<file path="src/rtl/complex_mac_pkg.sv">
// Shared types and width helpers for the complex multiply / multiply-accumulate pipe.
// Optional feature macro used by the pipe: COMPLEX_MAC_CONJ_EN (per-beat A*conj(B)).
package complex_mac_pkg;

    // Default operand component width; the pipe itself is parametrised.
    localparam int DEF_DATA_W = 8;

    // Width of one real/imag component of a single product: never wraps.
    function automatic int prod_w(input int data_w);
        return 2 * data_w + 1;
    endfunction

    // Width of one output component: product plus headroom for a full frame.
    function automatic int out_w(input int data_w, input int acc_len);
        return prod_w(data_w) + $clog2(acc_len);
    endfunction

    // Packed {real, imag} operand at the default component width.
    typedef struct packed {
        logic signed [DEF_DATA_W-1:0] re;
        logic signed [DEF_DATA_W-1:0] im;
    } cplx_t;

    // Control carried alongside the data through each pipe stage.
    typedef struct packed {
        logic valid;
        logic acc;
        logic conj;
    } stage_t;

endpackage

</file>
<file path="src/rtl/complex_mult_core.sv">
// S1-S3 of the complex multiplier: operand register, four partial products,
// then real/imag combination at full product width. Every stage holds while
// stall is high. COMPLEX_MAC_CONJ_EN adds the per-beat conjugate of B.
module complex_mult_core
    import complex_mac_pkg::*;
#(
    parameter int DATA_W = 8,
    localparam int PROD_W = prod_w(DATA_W)
) (
    input  logic                     clk,
    input  logic                     rst_n,
    input  logic                     stall,
    input  logic                     in_valid,
    input  logic [2*DATA_W-1:0]      in_a,
    input  logic [2*DATA_W-1:0]      in_b,
    input  logic                     in_acc,
`ifdef COMPLEX_MAC_CONJ_EN
    input  logic                     in_conj,
`endif
    output logic                     out_valid,
    output logic                     out_acc,
    output logic signed [PROD_W-1:0] out_re,
    output logic signed [PROD_W-1:0] out_im
);

    localparam int MUL_W = 2 * DATA_W;

    stage_t s1_d, s1_q, s2_d, s2_q, s3_d, s3_q;
    logic [2*DATA_W-1:0] a_d, a_q, b_d, b_q;
    logic signed [MUL_W-1:0] rr_d, rr_q, ii_d, ii_q, ri_d, ri_q, ir_d, ir_q;
    logic signed [PROD_W-1:0] re_d, re_q, im_d, im_q;
    logic conj_in;

`ifdef COMPLEX_MAC_CONJ_EN
    assign conj_in = in_conj;
`else
    assign conj_in = 1'b0;
`endif

    logic signed [DATA_W-1:0] ar, ai, br, bi;
    assign ar = a_q[2*DATA_W-1:DATA_W];
    assign ai = a_q[DATA_W-1:0];
    assign br = b_q[2*DATA_W-1:DATA_W];
    assign bi = b_q[DATA_W-1:0];

    logic signed [MUL_W-1:0] rr, ii, ri, ir;
    assign rr = MUL_W'(ar) * MUL_W'(br);
    assign ii = MUL_W'(ai) * MUL_W'(bi);
    assign ri = MUL_W'(ar) * MUL_W'(bi);
    assign ir = MUL_W'(ai) * MUL_W'(br);

    // The conjugate flag is spent in S2 and only rides along afterwards.
    logic unused_conj;
    assign unused_conj = s3_q.conj;

    // S1: capture the operands and control of an accepted beat.
    always_comb begin
        s1_d = s1_q;
        a_d  = a_q;
        b_d  = b_q;
        if (!stall) begin
            s1_d.valid = in_valid;
            s1_d.acc   = in_acc;
            s1_d.conj  = conj_in;
            a_d        = in_a;
            b_d        = in_b;
        end
    end

    // S2: partial products; conj(B) negates the two terms that use bi, done on
    // the products so that negating the most negative bi cannot wrap.
    always_comb begin
        s2_d = s2_q;
        rr_d = rr_q;
        ii_d = ii_q;
        ri_d = ri_q;
        ir_d = ir_q;
        if (!stall) begin
            s2_d = s1_q;
            rr_d = rr;
            ir_d = ir;
`ifdef COMPLEX_MAC_CONJ_EN
            ii_d = s1_q.conj ? -ii : ii;
            ri_d = s1_q.conj ? -ri : ri;
`else
            ii_d = ii;
            ri_d = ri;
`endif
        end
    end

    // S3: combine at PROD_W after sign extension so the sum cannot wrap.
    always_comb begin
        s3_d = s3_q;
        re_d = re_q;
        im_d = im_q;
        if (!stall) begin
            s3_d = s2_q;
            re_d = $signed({rr_q[MUL_W-1], rr_q}) - $signed({ii_q[MUL_W-1], ii_q});
            im_d = $signed({ri_q[MUL_W-1], ri_q}) + $signed({ir_q[MUL_W-1], ir_q});
        end
    end

    // Pipe registers with asynchronous clear.
    always_ff @(posedge clk or negedge rst_n) begin
        if (!rst_n) begin
            s1_q <= '0;
            s2_q <= '0;
            s3_q <= '0;
            a_q  <= '0;
            b_q  <= '0;
            rr_q <= '0;
            ii_q <= '0;
            ri_q <= '0;
            ir_q <= '0;
            re_q <= '0;
            im_q <= '0;
        end else begin
            s1_q <= s1_d;
            s2_q <= s2_d;
            s3_q <= s3_d;
            a_q  <= a_d;
            b_q  <= b_d;
            rr_q <= rr_d;
            ii_q <= ii_d;
            ri_q <= ri_d;
            ir_q <= ir_d;
            re_q <= re_d;
            im_q <= im_d;
        end
    end

    assign out_valid = s3_q.valid;
    assign out_acc   = s3_q.acc;
    assign out_re    = re_q;
    assign out_im    = im_q;

endmodule

</file>
<file path="src/rtl/complex_mac_pipe.sv">
// Complex multiply / multiply-accumulate pipe: S1-S3 core plus an output stage
// holding the frame accumulator, frame counter and result register.
// Optional feature macro: COMPLEX_MAC_CONJ_EN (adds InConj, A*conj(B) per beat).
//
// Handshake: a beat moves on InValid&&InReady, a result on OutValid&&OutReady.
// Stall = OutValid&&!OutReady; InReady = !stall combinationally, and while
// stalled every stage, OutResult and OutLast hold.
module complex_mac_pipe
    import complex_mac_pkg::*;
#(
    parameter int DATA_W  = 8,
    parameter int ACC_LEN = 16,
    localparam int PROD_W = prod_w(DATA_W),
    localparam int OUT_W  = out_w(DATA_W, ACC_LEN)
) (
    input  logic                Clk,
    input  logic                Reset,
    input  logic                InValid,
    output logic                InReady,
    input  logic [2*DATA_W-1:0] InA,
    input  logic [2*DATA_W-1:0] InB,
    input  logic                InAcc,
`ifdef COMPLEX_MAC_CONJ_EN
    input  logic                InConj,
`endif
    output logic                OutValid,
    input  logic                OutReady,
    output logic [2*OUT_W-1:0]  OutResult,
    output logic                OutLast
);

    localparam int CNT_W = $clog2(ACC_LEN);
    localparam logic [CNT_W-1:0] CNT_LAST = CNT_W'(ACC_LEN - 1);

    logic stall;
    logic s3_valid, s3_acc;
    logic signed [PROD_W-1:0] s3_re, s3_im;
    logic signed [OUT_W-1:0] prod_re, prod_im;

    logic out_valid_d, out_valid_q, out_last_d, out_last_q;
    logic signed [OUT_W-1:0] out_re_d, out_re_q, out_im_d, out_im_q;
    logic signed [OUT_W-1:0] acc_re_d, acc_re_q, acc_im_d, acc_im_q;
    logic [CNT_W-1:0] cnt_d, cnt_q;

    assign stall   = out_valid_q && !OutReady;
    assign InReady = !stall;

    complex_mult_core #(.DATA_W(DATA_W)) u_core (
        .clk      (Clk),
        .rst_n    (Reset),
        .stall    (stall),
        .in_valid (InValid),
        .in_a     (InA),
        .in_b     (InB),
        .in_acc   (InAcc),
`ifdef COMPLEX_MAC_CONJ_EN
        .in_conj  (InConj),
`endif
        .out_valid(s3_valid),
        .out_acc  (s3_acc),
        .out_re   (s3_re),
        .out_im   (s3_im)
    );

    assign prod_re = {{(OUT_W-PROD_W){s3_re[PROD_W-1]}}, s3_re};
    assign prod_im = {{(OUT_W-PROD_W){s3_im[PROD_W-1]}}, s3_im};

    // Output stage: pass plain products, fold frame beats into the accumulator
    // and emit the frame total on its last beat; reload with no bubble.
    always_comb begin
        out_valid_d = out_valid_q;
        out_last_d  = out_last_q;
        out_re_d    = out_re_q;
        out_im_d    = out_im_q;
        acc_re_d    = acc_re_q;
        acc_im_d    = acc_im_q;
        cnt_d       = cnt_q;
        if (!stall) begin
            out_valid_d = 1'b0;
            out_last_d  = 1'b0;
            if (s3_valid && !s3_acc) begin
                out_valid_d = 1'b1;
                out_re_d    = prod_re;
                out_im_d    = prod_im;
            end else if (s3_valid && (cnt_q == CNT_LAST)) begin
                out_valid_d = 1'b1;
                out_last_d  = 1'b1;
                out_re_d    = acc_re_q + prod_re;
                out_im_d    = acc_im_q + prod_im;
                acc_re_d    = '0;
                acc_im_d    = '0;
                cnt_d       = '0;
            end else if (s3_valid) begin
                acc_re_d    = acc_re_q + prod_re;
                acc_im_d    = acc_im_q + prod_im;
                cnt_d       = cnt_q + CNT_W'(1);
            end
        end
    end

    // Output, accumulator and counter registers; reset drops any partial frame.
    always_ff @(posedge Clk or negedge Reset) begin
        if (!Reset) begin
            out_valid_q <= 1'b0;
            out_last_q  <= 1'b0;
            out_re_q    <= '0;
            out_im_q    <= '0;
            acc_re_q    <= '0;
            acc_im_q    <= '0;
            cnt_q       <= '0;
        end else begin
            out_valid_q <= out_valid_d;
            out_last_q  <= out_last_d;
            out_re_q    <= out_re_d;
            out_im_q    <= out_im_d;
            acc_re_q    <= acc_re_d;
            acc_im_q    <= acc_im_d;
            cnt_q       <= cnt_d;
        end
    end

    assign OutValid  = out_valid_q;
    assign OutLast   = out_last_q;
    assign OutResult = {out_re_q, out_im_q};

endmodule
</file>
<file path="config.mk">
export PLATFORM = sky130hd
export DESIGN_NAME = complex_mac_pipe
export DESIGN_NICKNAME = d
export VERILOG_FILES = /design/src/rtl/complex_mac_pkg.sv /design/src/rtl/complex_mult_core.sv /design/src/rtl/complex_mac_pipe.sv
export SDC_FILE = /design/constraint.sdc
export NUM_CORES = 1
export LEC_CHECK = 0
export CORE_MARGIN = 1
export CORE_UTILIZATION = 50
export CTS_BUF_LIST = sky130_fd_sc_hd__clkbuf_8 sky130_fd_sc_hd__clkbuf_16
export DETAILED_ROUTE_END_ITERATION = 10
export DONT_BUFFER_PORTS = 1
export GPL_TIMING_DRIVEN = 0
export PLACE_DENSITY = 0.67
export SETUP_SLACK_MARGIN = 0.4
export SYNTH_ARGS = -nofsm -noshare
export SYNTH_HDL_FRONTEND = slang
export SYNTH_SLANG_ARGS = --single-unit
</file>
<file path="constraint.sdc">
create_clock -name Clk -period 6.4 [get_ports Clk]
set_input_delay 0.96 -clock Clk [delete_from_list [all_inputs] [get_ports Clk]]
set_output_delay 0.96 -clock Clk [all_outputs]
set_load 0.1 [all_outputs]
</file>
* Word level (Yosys, flattened, before mapping)
Cells that the tools add are included.
** Operators by class
- Mux-type cells :: 13
- Multipliers :: 4
- Shift operators :: 0
- Bitwise logic cells :: 2
- Reduce and logical (&&, ||, !) cells :: 10
- Add/sub/neg operators :: 5
- Eq/ne operators :: 1
- $lt $le $gt $ge :: 0
- Divide/modulo/power cells :: 0
** Operators with widths (number)
- 21-bit 2-to-1 mux :: 8
- 8-bit by 8-bit multiplier with 16-bit output :: 4
- 21-bit by 17-bit adder with 21-bit output :: 2
- 16-bit by 16-bit adder with 17-bit output :: 1
- 16-bit by 16-bit subtractor with 17-bit output :: 1
- 4-bit 2-to-1 mux :: 2
- 4-bit by 1-bit adder with 4-bit output, second input constant :: 1
- 4-bit == test, second input constant :: 1
- 2-bit nonzero test :: 2
- 1-bit logical AND :: 3
- 1-bit zero test :: 3
- 1-bit 2-to-1 mux :: 3
- 3-bit AND reduction :: 1
- 1-bit NOT :: 2
- 2-bit AND reduction :: 1
** Word-level totals
- Latch bits :: 0
- Memories :: 0
- Input bits :: 37
- Bits in writable memories :: 0
- Memory bits (read-only) :: 0
- Logic and storage cells :: 56
- Register bits :: 226

* Depth between registers and ports, before layout
- Depth after elaboration :: 4
- Mapped depth :: 19

* By module
From an unflattened synthesis, not the netlist that was laid out.
** Unflattened totals
- Cell total of the unflattened synthesis :: 2352
- Area, all modules :: 22066.2 µm²
** By module, submodules not included
- complex_mult_core :: seq. area each 3403.3 µm², instances 1, cells each 1717, area each 16368.2 µm²
- complex_mac_pipe :: seq. area each 2252.2 µm², instances 1, cells each 635, area each 5698.0 µm²

* Worst setup path before layout
Ideal clock, no wire load.
- Kind :: register to register
- From :: register u_core.a_q[5]
- To :: register u_core.ir_q[14]
- Setup slack :: 1.956 ns
- Required time :: 6.280 ns
- Stages on the path, launching flop included :: 19
- Clock period less this slack :: 4.444 ns
- Setup time :: 0.120 ns
- Arrival time :: 4.324 ns
- Buffers on the path :: 1
- Path through :: dfrtp_1 clkbuf_1 and2_1 fa_1 inv_1 fa_1 inv_1 fa_1 inv_1 fa_1 inv_1 ha_1 o21a_1 o21ai_1 a21oi_1 o211ai_1 a21boi_0 or3_1 a31o_2
** On the way
- Word-level cells in the longest chain between the ends :: 1
** RTL lines
- from (decl) :: line complex_mult_core.sv:29 : logic [2*DATA_W-1:0] a_d, a_q, b_d, b_q;
- from (signal assigned) :: line complex_mult_core.sv:110 : a_q <= '0;
- from (signal assigned) :: line complex_mult_core.sv:122 : a_q <= a_d;
- 8-bit by 8-bit multiplier with 16-bit output :: line complex_mult_core.sv:50 : assign ir = MUL_W'(ai) * MUL_W'(br);
- to (signal assigned) :: line complex_mult_core.sv:127 : ir_q <= ir_d;
- to (decl) :: line complex_mult_core.sv:30 : logic signed [MUL_W-1:0] rr_d, rr_q, ii_d, ii_q, ri_d, ri_q, ir_d, ir_q;
Every way passes these cells.
A chain may end at the register's enable or synchronous reset.

* Worst setup path after layout
- From :: register u_core.b_q[11]
- To :: register u_core.ir_q[15]
** On the way
- Word-level cells in the longest chain between the ends :: 1
** RTL lines
- from (decl) :: line complex_mult_core.sv:29
- from (signal assigned) :: line complex_mult_core.sv:111 : b_q <= '0;
- from (signal assigned) :: line complex_mult_core.sv:123 : b_q <= b_d;
- 8-bit by 8-bit multiplier with 16-bit output :: line complex_mult_core.sv:50
Every way passes these cells.

==> results.json <==
{
  "nFillCells": 4042,
  "cts_tree": "yes",
  "coreArea_um2": 43200,
  "postCtsHoldBufs": 0,
  "cts_resized": 0,
  "relSlewSlack": 0.363,
  "grt.overflow.total": 0,
  "seq_area_frac_synth": 0.258,
  "antenna_left": 0,
  "slew_viol_final": 0,
  "antenna_found_initial": 2,
  "first_iter_violations": 963,
  "status": "finished clean",
  "synth_edf_count": 0,
  "h-tree-depth": 1,
  "wl_um": 59900,
  "synth_cells": 2479,
  "clockBufferDepth": 3,
  "max_freq_mhz": 179,
  "vias_per_cell": 5.49,
  "dieArea_um2": 44800,
  "ys_types": 65,
  "critPathSlowestCell": "dfrtp_1",
  "port_buffers": 0,
  "worstHoldPathType": "in2async",
  "io_pins": 82,
  "area_growth_pct": 7.42,
  "initial_utilization": 0.509,
  "grt_pass1_vias": 17400,
  "gp_congestion": 0.934,
  "cts_root_buf": "clkbuf_16",
  "path_common_cell": "fa_1",
  "worstPathMaxFanout": 10,
  "worst_ep_required_time_ps": 6820,
  "grt_max_degree": 227,
  "grt_use_total": 0.277,
  "clock_latency_ps": 580,
  "syn_area_um2": 22000,
  "maxCapViolations": 0,
  "start_kind": "flop",
  "cts_setup_buffers": 0,
  "row_count": 76,
  "dieWidth_um": 212,
  "async_reset_ff_frac": 1.00,
  "num_antenna_cells": 0,
  "finalSetupTns_ps": 0,
  "fin_skew_ps": 21.2,
  "fin_crit_sh": 0.872,
  "regArea_um2": 5660,
  "ff2ff_path_depth": 17,
  "wl_per_cell_um": 19.3,
  "clock-sinks": 226,
  "drc": 0,
  "drive_gt1_frac": 0.0281,
  "syn_avg_cell_area_um2": 8.86,
  "cts_buffers": 27,
  "detail_route.first_pass.iterations": 5,
  "path_clk_slew_ps": 60,
  "synthesis.nets": 2929,
  "place_hpwl_um": 46600,
  "synth_flop_cell": "dfrtp_1",
  "hold_viol": 0,
  "die_y_um": 212,
  "rsz0062_at_grt": "no",
  "vias": 17100,
  "cp_cell_sequence": "clkbuf_1, nand2_1, fa_1, inv_1, fa_1, fa_1, inv_1, fa_1, inv_1, ha_1, o21ai_0, nor2_1, a22oi_1, a21oi_1, a21oi_1, xnor2_1, o21ai_0",
  "finalSetupViolCount": 0,
  "yosysWarnings": 0,
  "cpPeakStageDelay_ps": 680,
  "crit_type": "reg2reg",
  "critPathCaptureType": "flop",
  "tightest_slew_ps": 956,
  "cp_data_arrival_time_ps": 6000,
  "synth_seq_cells": 226,
  "multiInputGateArea_um2": 14600,
  "nNetsFinal": 2958,
  "grt_first_pass_wirelength_um": 95200,
  "fin_crit_ps": 5580
}
==> registers in the layout, summed over array words and instances, names as in the netlist, 4 cells and up <==
signal	flops
u_core.out_re	17
out_re_q	21
cnt_q	4
out_im_q	21
acc_re_q	21
u_core.b_q	16
u_core.a_q	16
u_core.out_im	17
u_core.rr_q	16
u_core.ir_q	16
acc_im_q	21
u_core.ii_q	16
u_core.ri_q	16
==> per-stage QoR <==
step / setup slack [ps] / instances / hold slack (ps) / area (µm²) / util
6_report: 821 / 3109 / 90.4 / 23600 / 0.546
3_5_place_dp: 931 / 3064 / 463 / 22700 / 0.526
2_1_floorplan: 1960 / 2479 / 439 / 22000 / -
4_1_cts: 918 / 3109 / 66.6 / 23600 / 0.546
5_1_grt: 527 / 3109 / 68.0 / 23600 / 0.546
3_3_place_gp: 1000 / 3064 / 451 / 22700 / 0.526
==> worst max-delay path: cells and delay by family, from the launching register on <==
family | cells | cell delay, ps
adders and majority gates | 5 | 2350
and+or+nand+nor | 2 | 270
DFF | 1 | 680
buffers and inverters | 4 | 780
AOI/OAI and AO/OA | 5 | 1050
xor gates and xnor gates | 1 | 300
==> cell families after synthesis <==
| kind of cell | Yosys count | synth area share |
|---|---|---|
| and+or+nand+nor | 825 | 0.177 |
| buffers and inverters | 452 | 0.0773 |
| AOI/OAI and AO/OA | 439 | 0.126 |
| adders and majority gates | 413 | 0.312 |
| DFF | 226 | 0.258 |
| xor gates and xnor gates | 116 | 0.0463 |
| muxes | 8 | 0.00388 |
==> final timing paths <==
check	from	endpoint	slack (ps)
worst max-delay path	u_core.b_q[11]$_DFFE_PN0N_	u_core.ir_q[15]$_DFFE_PN0N_	820
worst min-delay path	Reset	out_im_q[10]$_DFFE_PN0P_	90
worst max register to register	u_core.b_q[11]$_DFFE_PN0N_	u_core.ir_q[15]$_DFFE_PN0N_	820
worst min register to register	u_core.ir_q[0]$_DFFE_PN0N_	u_core.ir_q[0]$_DFFE_PN0N_	470
max in group asynchronous	Reset	u_core.out_re[11]$_DFFE_PN0N_	6020
min in group Clk	u_core.ir_q[0]$_DFFE_PN0N_	u_core.ir_q[0]$_DFFE_PN0N_	470
==> cell usage in the layout, fill, tap and decap left out, drive strengths merged, types with 14 or more instances in the layout <==
cell    synthesis  final
nand2b         29     29
xnor2          81     81
ha            189    189
nand2         371    371
inv           359    365
nor3           18     18
o31ai          18     18
a211oi         14     14
dfrtp         226    226
o21a           19     19
a21oi         134    134
xor2           35     35
o21ai         117    117
fa            224    224
a31oi          31     31
a22o           22     22
nor2          123    123
nand3          30     30
a21o           21     21
and2          170    170
clkbuf         89    123
nor2b          38     38
o211ai         14     14
==> synth_stat cells, types with 6 or more instances <==
library cell,n,area (µm²)
dfrtp_1,226,5660
a211oi_1,13,97.6
nor3_1,18,90.1
o21ai_1,29,145
o31ai_1,17,128
a21o_1,21,158
and3_1,12,75.1
fa_1,224,4480
nor2b_1,38,238
o21bai_1,12,90.1
and2_1,170,1060
a21oi_1,132,661
a21boi_0,7,52.6
or3_1,10,62.6
o21ai_0,86,430
nand3_1,30,150
xnor2_1,81,709
ha_1,189,2360
nor2_1,123,462
o21a_1,19,143
a22o_1,22,193
nand2_1,371,1390
or2_2,6,37.5
xor2_1,35,307
a31oi_1,30,188
clkbuf_1,89,334
o211ai_1,13,97.6
inv_1,358,1340
nand2b_1,29,181
==> layout make-up <==
| class | instances | share of cell area |
|---|---|---|
| multi-input cells | 1801 | 0.619 |
| plain buffers | 93 | 0.0149 |
| clock buffers | 34 | 0.0327 |
| flip-flops and latches | 226 | 0.240 |
| inverters | 359 | 0.0571 |
| well taps | 585 | 0.0310 |
| clock inverters | 11 | 0.00525 |
==> routing by layer <==
metal  up-vias  part of all wire  wire (µm)  global-route usage
li1       8031                 -          -                   -
met1      8369              0.42      25300               0.359
met2       535              0.47      28200               0.462
met3       128             0.063       3790              0.0452
met4         4             0.045       2670               0.110
met5         -           0.00052         31                   0
Power is left out: the tool's default activity adds up to more than one toggle a clock period on the data nets, which glitch-free logic cannot reach.
